`src/rtl/neuron_pkg.sv`:
```
// Shared definitions for the neuron update datapath.
//   N_TAPS / W_WIDTH / ACC_WIDTH : history depth, weight width, accumulator width
//   NEU_POS / NEU_NEG / NEU_ZERO : 2-bit neuron state codes (+1 / -1 / 0)
//   neu_state_t                  : update FSM state encoding
//   tap_product()                : state code x weight -> signed product, no multiplier
package neuron_pkg;

   localparam int N_TAPS    = 20;
   localparam int W_WIDTH   = 8;
   localparam int ACC_WIDTH = 16;
   localparam int IDX_W     = 5;

   localparam logic [IDX_W-1:0] TAP_LIMIT = IDX_W'(N_TAPS);
   localparam logic [IDX_W-1:0] LAST_TAP  = IDX_W'(N_TAPS - 1);

   localparam logic [1:0] NEU_POS  = 2'b01;
   localparam logic [1:0] NEU_NEG  = 2'b11;
   localparam logic [1:0] NEU_ZERO = 2'b00;

   typedef enum logic [1:0] {
      ST_IDLE   = 2'd0,
      ST_MAC    = 2'd1,
      ST_DECIDE = 2'd2
   } neu_state_t;

   // 2'b10 is not a legal state code and, like NEU_ZERO, contributes nothing.
   function automatic logic signed [ACC_WIDTH-1:0] tap_product(
      input logic [1:0]                code,
      input logic signed [W_WIDTH-1:0] w
   );
      logic signed [ACC_WIDTH-1:0] w_ext;
      w_ext = {{(ACC_WIDTH-W_WIDTH){w[W_WIDTH-1]}}, w};
      case (code)
         NEU_POS: tap_product = w_ext;
         NEU_NEG: tap_product = -w_ext;
         default: tap_product = '0;
      endcase
   endfunction

endpackage

```
`src/rtl/neuron_weight_rf.sv`:
```
// Weight register file: N_TAPS signed entries, one gated write port, one
// asynchronous read port addressed by the current tap index.
//   clk, rst_n    : clock, async active-low reset (all entries cleared)
//   we/waddr/wdata: write request; dropped while busy or when waddr >= N_TAPS
//   busy          : update step in progress (blocks writes)
//   raddr/rdata   : combinational read
module neuron_weight_rf
   import neuron_pkg::*;
(
   input  logic                      clk,
   input  logic                      rst_n,
   input  logic                      we,
   input  logic                      busy,
   input  logic [IDX_W-1:0]          waddr,
   input  logic signed [W_WIDTH-1:0] wdata,
   input  logic [IDX_W-1:0]          raddr,
   output logic signed [W_WIDTH-1:0] rdata
);

   logic signed [W_WIDTH-1:0] mem_q [N_TAPS];
   logic                      wr_ok;

   // Freezing the table during a step keeps every tap of one sum on the same weights.
   assign wr_ok = we && !busy && (waddr < TAP_LIMIT);

   always_ff @(posedge clk or negedge rst_n) begin
      if (!rst_n) begin
         for (int i = 0; i < N_TAPS; i++) begin
            mem_q[i] <= '0;
         end
      end else if (wr_ok) begin
         mem_q[waddr] <= wdata;
      end
   end

   assign rdata = mem_q[raddr];

endmodule

```
`src/rtl/neuron_update.sv`:
```
// Recurrent neuron update step: snapshots the history vector, accumulates
// +w/-w/0 per tap over N_TAPS cycles, applies a sign activation and strobes
// the result into the downstream history shift register.
//   clk, rst_n     : clock, async active-low reset (aborts a step, clears weights)
//   start          : single-cycle step request, honoured only when idle
//   xalt_packed    : history, tap j at bits [2j+1:2j]
//   w_we/w_addr/w_data : weight table write port
//   xin            : new neuron state (registered)
//   update_pulse   : one-cycle strobe for the shift register clock
//   busy           : step in progress
//   done           : one-cycle completion flag, coincident with update_pulse
//   acc_out        : final sum of the last completed step
//
// state     | meaning
// ----------+-----------------------------------------------------------
// ST_IDLE   | waiting for start; weight writes accepted
// ST_MAC    | accumulating tap idx_q, one tap per cycle
// ST_DECIDE | apply activation, load acc_out, pulse update_pulse/done
module neuron_update
   import neuron_pkg::*;
(
   input  logic                        clk,
   input  logic                        rst_n,
   input  logic                        start,
   input  logic [2*N_TAPS-1:0]         xalt_packed,
   input  logic                        w_we,
   input  logic [IDX_W-1:0]            w_addr,
   input  logic signed [W_WIDTH-1:0]   w_data,
   output logic [1:0]                  xin,
   output logic                        update_pulse,
   output logic                        busy,
   output logic                        done,
   output logic signed [ACC_WIDTH-1:0] acc_out
);

   neu_state_t                  state_q, state_d;
   logic [IDX_W-1:0]            idx_q;
   logic signed [ACC_WIDTH-1:0] acc_q;
   logic [2*N_TAPS-1:0]         snap_q;
   logic signed [W_WIDTH-1:0]   w_rd;
   logic [1:0]                  tap_code;
   logic signed [ACC_WIDTH-1:0] prod;

   neuron_weight_rf u_weight_rf (
      .clk   (clk),
      .rst_n (rst_n),
      .we    (w_we),
      .busy  (busy),
      .waddr (w_addr),
      .wdata (w_data),
      .raddr (idx_q),
      .rdata (w_rd)
   );

   assign tap_code = snap_q[{idx_q, 1'b0} +: 2];
   assign prod     = tap_product(tap_code, w_rd);

   always_ff @(posedge clk or negedge rst_n) begin
      if (!rst_n) begin
         state_q <= ST_IDLE;
      end else begin
         state_q <= state_d;
      end
   end

   always_comb begin
      state_d = state_q;
      busy    = 1'b1;
      case (state_q)
         ST_IDLE: begin
            busy = 1'b0;
            if (start) begin
               state_d = ST_MAC;
            end
         end
         ST_MAC: begin
            if (idx_q == LAST_TAP) begin
               state_d = ST_DECIDE;
            end
         end
         ST_DECIDE: begin
            state_d = ST_IDLE;
         end
         default: begin
            state_d = ST_IDLE;
            busy    = 1'b0;
         end
      endcase
   end

   always_ff @(posedge clk or negedge rst_n) begin
      if (!rst_n) begin
         idx_q        <= '0;
         acc_q        <= '0;
         snap_q       <= '0;
         xin          <= NEU_POS;
         update_pulse <= 1'b0;
         done         <= 1'b0;
         acc_out      <= '0;
      end else begin
         update_pulse <= 1'b0;
         done         <= 1'b0;
         case (state_q)
            ST_IDLE: begin
               if (start) begin
                  snap_q <= xalt_packed;
                  acc_q  <= '0;
                  idx_q  <= '0;
               end
            end
            ST_MAC: begin
               acc_q <= acc_q + prod;
               idx_q <= idx_q + 1'b1;
            end
            ST_DECIDE: begin
               acc_out      <= acc_q;
               update_pulse <= 1'b1;
               done         <= 1'b1;
               // A zero sum leaves the neuron in its previous state.
               if (acc_q[ACC_WIDTH-1]) begin
                  xin <= NEU_NEG;
               end else if (acc_q != '0) begin
                  xin <= NEU_POS;
               end
            end
            default: begin
            end
         endcase
      end
   end

endmodule
```
`config.mk`:
```
export PLATFORM = sky130hd
export DESIGN_NAME = neuron_update
export DESIGN_NICKNAME = d
export VERILOG_FILES = /design/src/rtl/neuron_pkg.sv /design/src/rtl/neuron_weight_rf.sv /design/src/rtl/neuron_update.sv
export SDC_FILE = /design/constraint.sdc
export NUM_CORES = 1
export LEC_CHECK = 0
export ABC_AREA = 1
export BUFFER_PORTS_ARGS = -buffer_cell sky130_fd_sc_hd__buf_2
export CAP_MARGIN = 15
export CORE_ASPECT_RATIO = 0.5
export CORE_MARGIN = 2
export CORE_UTILIZATION = 40
export DETAILED_ROUTE_END_ITERATION = 7
export HOLD_SLACK_MARGIN = 0.15
export RECOVER_POWER = 25
export SLEW_MARGIN = 20
export SYNTH_ARGS = -nofsm -noshare
export SYNTH_HDL_FRONTEND = slang
export SYNTH_SLANG_ARGS = --single-unit
```
`constraint.sdc`:
```
create_clock -name clk -period 7.97 [get_ports clk]
set_clock_uncertainty 0.05 [all_clocks]
set_input_delay 1.1955 -clock clk [delete_from_list [all_inputs] [get_ports clk]]
set_output_delay 1.1955 -clock clk [all_outputs]
set_load 0.02 [all_outputs]
```
# [After elaboration in Yosys (flattened, before gate mapping)]
# Cells that the tools add are included.
[totals] out_inout_bits=21 regBits=242 elab_cells=75 inputBits=57
[classes] n_eq_ne=7 add_sub_neg=3 n_bitwise=2 reduce_logical=13 n_mux=18 order_cmp=4 n_shift=1
[ops] cell="$bwmux 160" count=1
[ops] cell="$pmux 16 s2" count=2
[ops] cell="$bmux 8 s5" count=1
[ops] cell="$demux 8 s5" count=1
[ops] cell="$shiftx 40x7->2" count=1
[ops] cell="$mux 8" count=3
[ops] cell="$add 16x16->16" count=1
[ops] cell="$mux 16" count=1
[ops] cell="$neg 8->16" count=1
[ops] cell="$reduce_bool 16->1" count=1
[ops] cell="$ge 6x6->1 const B" count=2
[ops] cell="$not 5->6" count=2
[ops] cell="$pmux 5 s2" count=1
[ops] cell="$mux 2" count=4
[ops] cell="$reduce_and 2->1" count=4
[ops] cell="$lt 6x1->1 const B" count=1
[ops] cell="$add 5x1->5 const B" count=1
[ops] cell="$eq 5x5->1 const B" count=1
[ops] cell="$lt 5x5->1 const B" count=1
[ops] cell="$mux 5" count=1
[ops] cell="$eq 2x1->1 const B" count=2
[ops] cell="$eq 2x2->1 const B" count=2
[ops] cell="$ne 2x2->1 const B" count=2
[ops] cell="$pmux 2 s2" count=1
[ops] cell="6 further kinds" count=10

# [Depth between registers and ports, before layout]
[logic_depth] word_depth=8 mapped_depth=31 mapped_depth_nobuf=28

# [Cells and area by module]
# Synthesis repeated with hierarchy kept, for this count alone.
[hier_totals] cells_unflattened=1672 hier_area_um2=12638.4
[by_module_without_submodules] mod="neuron_weight_rf" n_inst=1 area_each_um2=7987.7 seq_area_each_um2=4003.8 cells_per_inst=1068
[by_module_without_submodules] mod="neuron_update" n_inst=1 area_each_um2=4650.7 seq_area_each_um2=2026.9 cells_per_inst=604

# [Worst setup path after synthesis]
# OpenSTA, ideal clock, no wires.
[synth_timing] path_kind="flip-flop to flip-flop" start="register idx_q[0]" end="register acc_q[13]" setup_ns=0.132 period_less_slack_ns=3.556 path_buffers=3 stages_incl_launch_ff=26 slack_ns=4.414 required_time_ns=7.788 t_arrival_ns=3.373 cell_sequence="dfrtp_1 > buf_6 > inv_4 > buf_6 > buf_4 > nor2_1 > o21ai_1 > nand2_1 > nand2_1 > nor2_1 > o2bb2ai_2 > inv_1 > ha_1 > or2_0 > o21ai_0 > a21oi_1 > ha_1 > nand3_1 > nand3_1 > nand2_1 > nand2_1 > a21boi_0 > o21ai_0 > nand2_1 > a21oi_1 > o22ai_1"
[synth_between] elab_chain_len=8 word_cells_on_any_way=11 cone_classes="add/sub (2); eq/ne (2); shift (1); mux (5); bitwise (1)"
[synth_lines] element="start: declaration" line_no="neuron_update.sv:37" text="logic [IDX_W-1:0] idx_q;"
[synth_lines] element="start signal: assignment" line_no="neuron_update.sv:113" text="idx_q <= idx_q + 1'b1;"
[synth_lines] element="$not 5->6 (implied by the code)" line_no="neuron_weight_rf.sv:36" text="assign rdata = mem_q[raddr];"
[synth_lines] element="$bmux 8 s5" line_no="neuron_weight_rf.sv:36"
[synth_lines] element="$mux 8 (implied by the code) (2 in series)" line_no="neuron_weight_rf.sv:36"
[synth_lines] element="$neg 8->16" line_no="neuron_pkg.sv:35" text="NEU_NEG: tap_product = -w_ext;"
[synth_lines] element="$pmux 16 s2 *" line_no="neuron_pkg.sv:33" text="case (code)"
[synth_lines] element="$add 16x16->16 *" line_no="neuron_update.sv:112" text="acc_q <= acc_q + prod;"
[synth_lines] element="$pmux 16 s2 *" line_no="neuron_update.sv:103" text="case (state_q)"
[synth_lines] element="end signal: assignment" line_no="neuron_update.sv:112"
[synth_lines] element="end: declaration" line_no="neuron_update.sv:38" text="logic signed [ACC_WIDTH-1:0] acc_q;"
# Every way passes the cells marked *; elsewhere a longest branch is shown, timed or not. The select of a mux whose other input is x is not followed.
# A chain may end at the register's enable or synchronous reset.

# [Final worst setup path]
# Ends and elaborated chain as after synthesis.

==> reports/summary.txt <==
Sum Neg Setup Slack -> 0 ns
Hold Crit Class -> reg -> reg
Detailed Route WL -> 32.2 mm
H-tree depth -> 1
Post-CTS Setup Inserts -> 0
cell-internal power -> 2.95 mW
Routability Congestion -> 0.919
Sink Count -> 241
Final Critical Period -> 5.05 ns
via density per instance -> 5.26
Power Density -> 385 nW/um^2
Post-CTS Resized -> 0
DRC viols -> 0
Post-Syn Instances -> 1,522
M2 GR Usage -> 31.9%
antenna viol nets, final -> 0
share of post-route cells with drive strength above 1 -> 9.93%
Crit path required time -> 8.37 ns
Global Route Usage Sum -> 20.6%
crit end category -> register
placed inst area -> 12,400 sq um
post-route cell area -> 13,300 sq um
first-pass GRT wire length -> 52.7 mm
CP Class -> reg -> reg
CTS clk-pin slew, worst paths -> 0.06 ns
vias in the first global route -> 9,762
final period utilization -> 63.3%
max-cap violations -> 0
grt met1 use -> 30.0%
DR WL/cell -> 16.5 um
FF+latch count, synth -> 241
P&R area growth vs syn -> 10.8%
combinational share of power -> 42.1%
clock buffer count from CTS -> 24
DP Wirelength -> 20.8 mm
Seq/Total Area, Yosys -> 50.4%
die area -> 31,400 sq um
Post-Syn Area per Cell -> 7.86 sq um
CTS tree -> built
Yosys warning total -> 0
FP Rows -> 44
Slew HR -> 27.6%
Max VDD drop -> 143 uV
Final Max Slew Viols -> 0
number of synthesized flops with an enable pin -> 0
R2R cell count -> 26
ys async rst share -> 100%
port bufs -> 76
die height -> 126 um
distinct cell type count after synthesis -> 40
highest clock rate -> 198 MHz
clock share of power -> 22.9%
commonest non-fill, non-tap cell in the layout -> nand2_1
die width -> 249 um
ys flop type -> dfrtp_1
Core ar. -> 29,200 sq um
remaining global-route overflow -> 0
antenna violations before repair -> 2
Hold Path Cell Cnt -> 2
# IOs -> 78
via count -> 10,300
commonest non-fill, non-tap cells in the layout -> 482 x nand2_1, 250 x o21ai_0, 239 x dfrtp_1
drt pass-1 iters -> 5
register share of total power -> 35.1%
Cell Area, Synth -> 12,000 sq um
RSZ-0062 raised after global routing -> false
Initial DRC Count -> 819
outcome -> completed
GR peak layer -> met2
Final setup viols -> 0
Worst Path Arrival -> 5.45 ns
clk buf depth -> 3
pre-CTS setup slack -> 3.07 ns
Final Worst Setup Slack -> 2.92 ns
Worst-Margin Slew -> 1.08 ns
Initial Util -> 41.0%
crit start category -> register
# nets final -> 1,623
met3 Use GR -> 3.35%
switching power -> 2.16 mW
Sw Ratio -> 42.3%
Skew-Pair Late Insertion Delay -> 0.54 ns
pin count of the biggest net entering global routing -> 102
leak pwr -> 6.52 nW
post-synth net total -> 1,601
CTS Hold Bufs -> 0
root buf cell -> clkbuf_16
Final Hold Vio Count -> 0
crit-path max FO -> 96
synthesized netlist by cell type (2+ instances only):
library cell | instances | area, sq um
nor4_1 | 2 | 12.5
inv_1 | 94 | 353
a31oi_1 | 2 | 12.5
buf_6 | 12 | 135
clkinv_1 | 3 | 11.3
a21boi_0 | 3 | 22.5
nand2_1 | 482 | 1810
clkbuf_1 | 54 | 203
nand2_2 | 4 | 25.0
o21ai_1 | 53 | 265
inv_2 | 5 | 18.8
nand3_1 | 46 | 230
o21ai_0 | 250 | 1250
nor2_2 | 6 | 37.5
nor4_2 | 3 | 37.5
o2bb2ai_2 | 2 | 30.0
o22ai_1 | 33 | 206
nor2_1 | 124 | 465
buf_4 | 8 | 60.1
nand3_2 | 3 | 30.0
ha_1 | 21 | 263
mux2i_1 | 2 | 20.0
nor3_1 | 7 | 35.0
dfrtp_1 | 241 | 6030
nand4_1 | 7 | 43.8
buf_2 | 13 | 65.1
o31ai_1 | 3 | 22.5
nor2_4 | 2 | 22.5
a21oi_1 | 26 | 130
stage by stage:
stage	util, %	std cells	power (mW)	hold WS [ns]
2_1_floorplan	-	1522	3.41	0.394
6_report	45.4	1953	5.11	0.419
4_1_cts	45.4	1952	5.12	0.421
3_5_place_dp	42.6	1909	3.93	0.405
3_3_place_gp	42.6	1909	3.86	0.405
5_1_grt	45.4	1952	5.51	0.443
worst max-delay path, stage by stage (launching register included):
cell and delay [ns]:
dfrtp_4 0.69, inv_4 0.80, o21ai_1 0.17, o21ai_1 0.12
nand2_1 0.06, nand2_1 0.12, nor2_1 0.06, o2bb2ai_2 0.25
inv_1 0.08, ha_1 0.21, nand3_1 0.10, nor2_2 0.06
nand2_1 0.08, nand2_1 0.05, nand3_1 0.06, nand2_1 0.06
ha_1 0.35, nand2_1 0.11, nor3_1 0.20, nand2_1 0.10
nand2_1 0.09, a21boi_0 0.11, o21ai_0 0.44, nand2_1 0.15
nand2_1 0.09, o21ai_0 0.09, o22ai_1 0.12
layer usage:
| layer | share of wire, % | vias up |
|---|---|---|
| li1 | - | 4987 |
| met1 | 48 | 4951 |
| met2 | 44 | 284 |
| met3 | 5.9 | 48 |
| met4 | 2.4 | 2 |
| met5 | 0.025 | - |
path summary, 6_finish.rpt:
kind	from	to	slack, ns
setup / recovery	idx_q[0]$_DFFE_PN0P_	acc_q[13]$_DFFE_PN0P_	2.92
min in group asynchronous	rst_n	u_weight_rf.mem_q[67]$_DFFE_PN0P_	0.63
hold / removal	acc_out[12]$_DFFE_PN0P_	acc_out[12]$_DFFE_PN0P_	0.42
hold reg to reg	acc_out[12]$_DFFE_PN0P_	acc_out[12]$_DFFE_PN0P_	0.42
max in group asynchronous	rst_n	idx_q[0]$_DFFE_PN0P_	5.85
setup reg to reg	idx_q[0]$_DFFE_PN0P_	acc_q[13]$_DFFE_PN0P_	2.92
cells by family (layout without fill, tap and decap cells):
group / after synthesis / in the layout / synth area share [%]
compound gates: 375 / 375 / 16.5
buf+inv: 190 / 229 / 7.12
xor+xnor: 1 / 1 / 0.0732
simple gates: 690 / 690 / 23.3
mux: 2 / 2 / 0.167
fa+ha+maj: 22 / 22 / 2.36
other cells: 1 / 2 / 0.0314
flops: 241 / 241 / 50.4
power groups by stage:
stage / registers (mW) / clock network [mW] / logic (mW)
2_1_floorplan: 1.72 / 0 / 1.70
3_3_place_gp: 1.79 / 0 / 2.07
3_5_place_dp: 1.80 / 0 / 2.13
4_1_cts: 1.79 / 1.19 / 2.14
5_1_grt: 1.83 / 1.24 / 2.44
6_report: 1.79 / 1.17 / 2.15
registers in the layout (all words and copies together) (netlist names):
register	flops
state_q	2
snap_q	40
xin	1
done	1
acc_q	16
idx_q	5
acc_out	16
u_weight_rf.mem_q	160
area by class of cell:
class                   instances  area, sq um
multi-input cells            1091         5080
repair buffers                 83          447
clock inverters                 8         78.8
clock buffers                  35          732
flip-flops and latches        241         6040
well taps                     391          489
inverters                     103          389
fillers                      2933        15900
diodes                          1         2.50
Note: power is estimated with default switching activity, not from simulation.
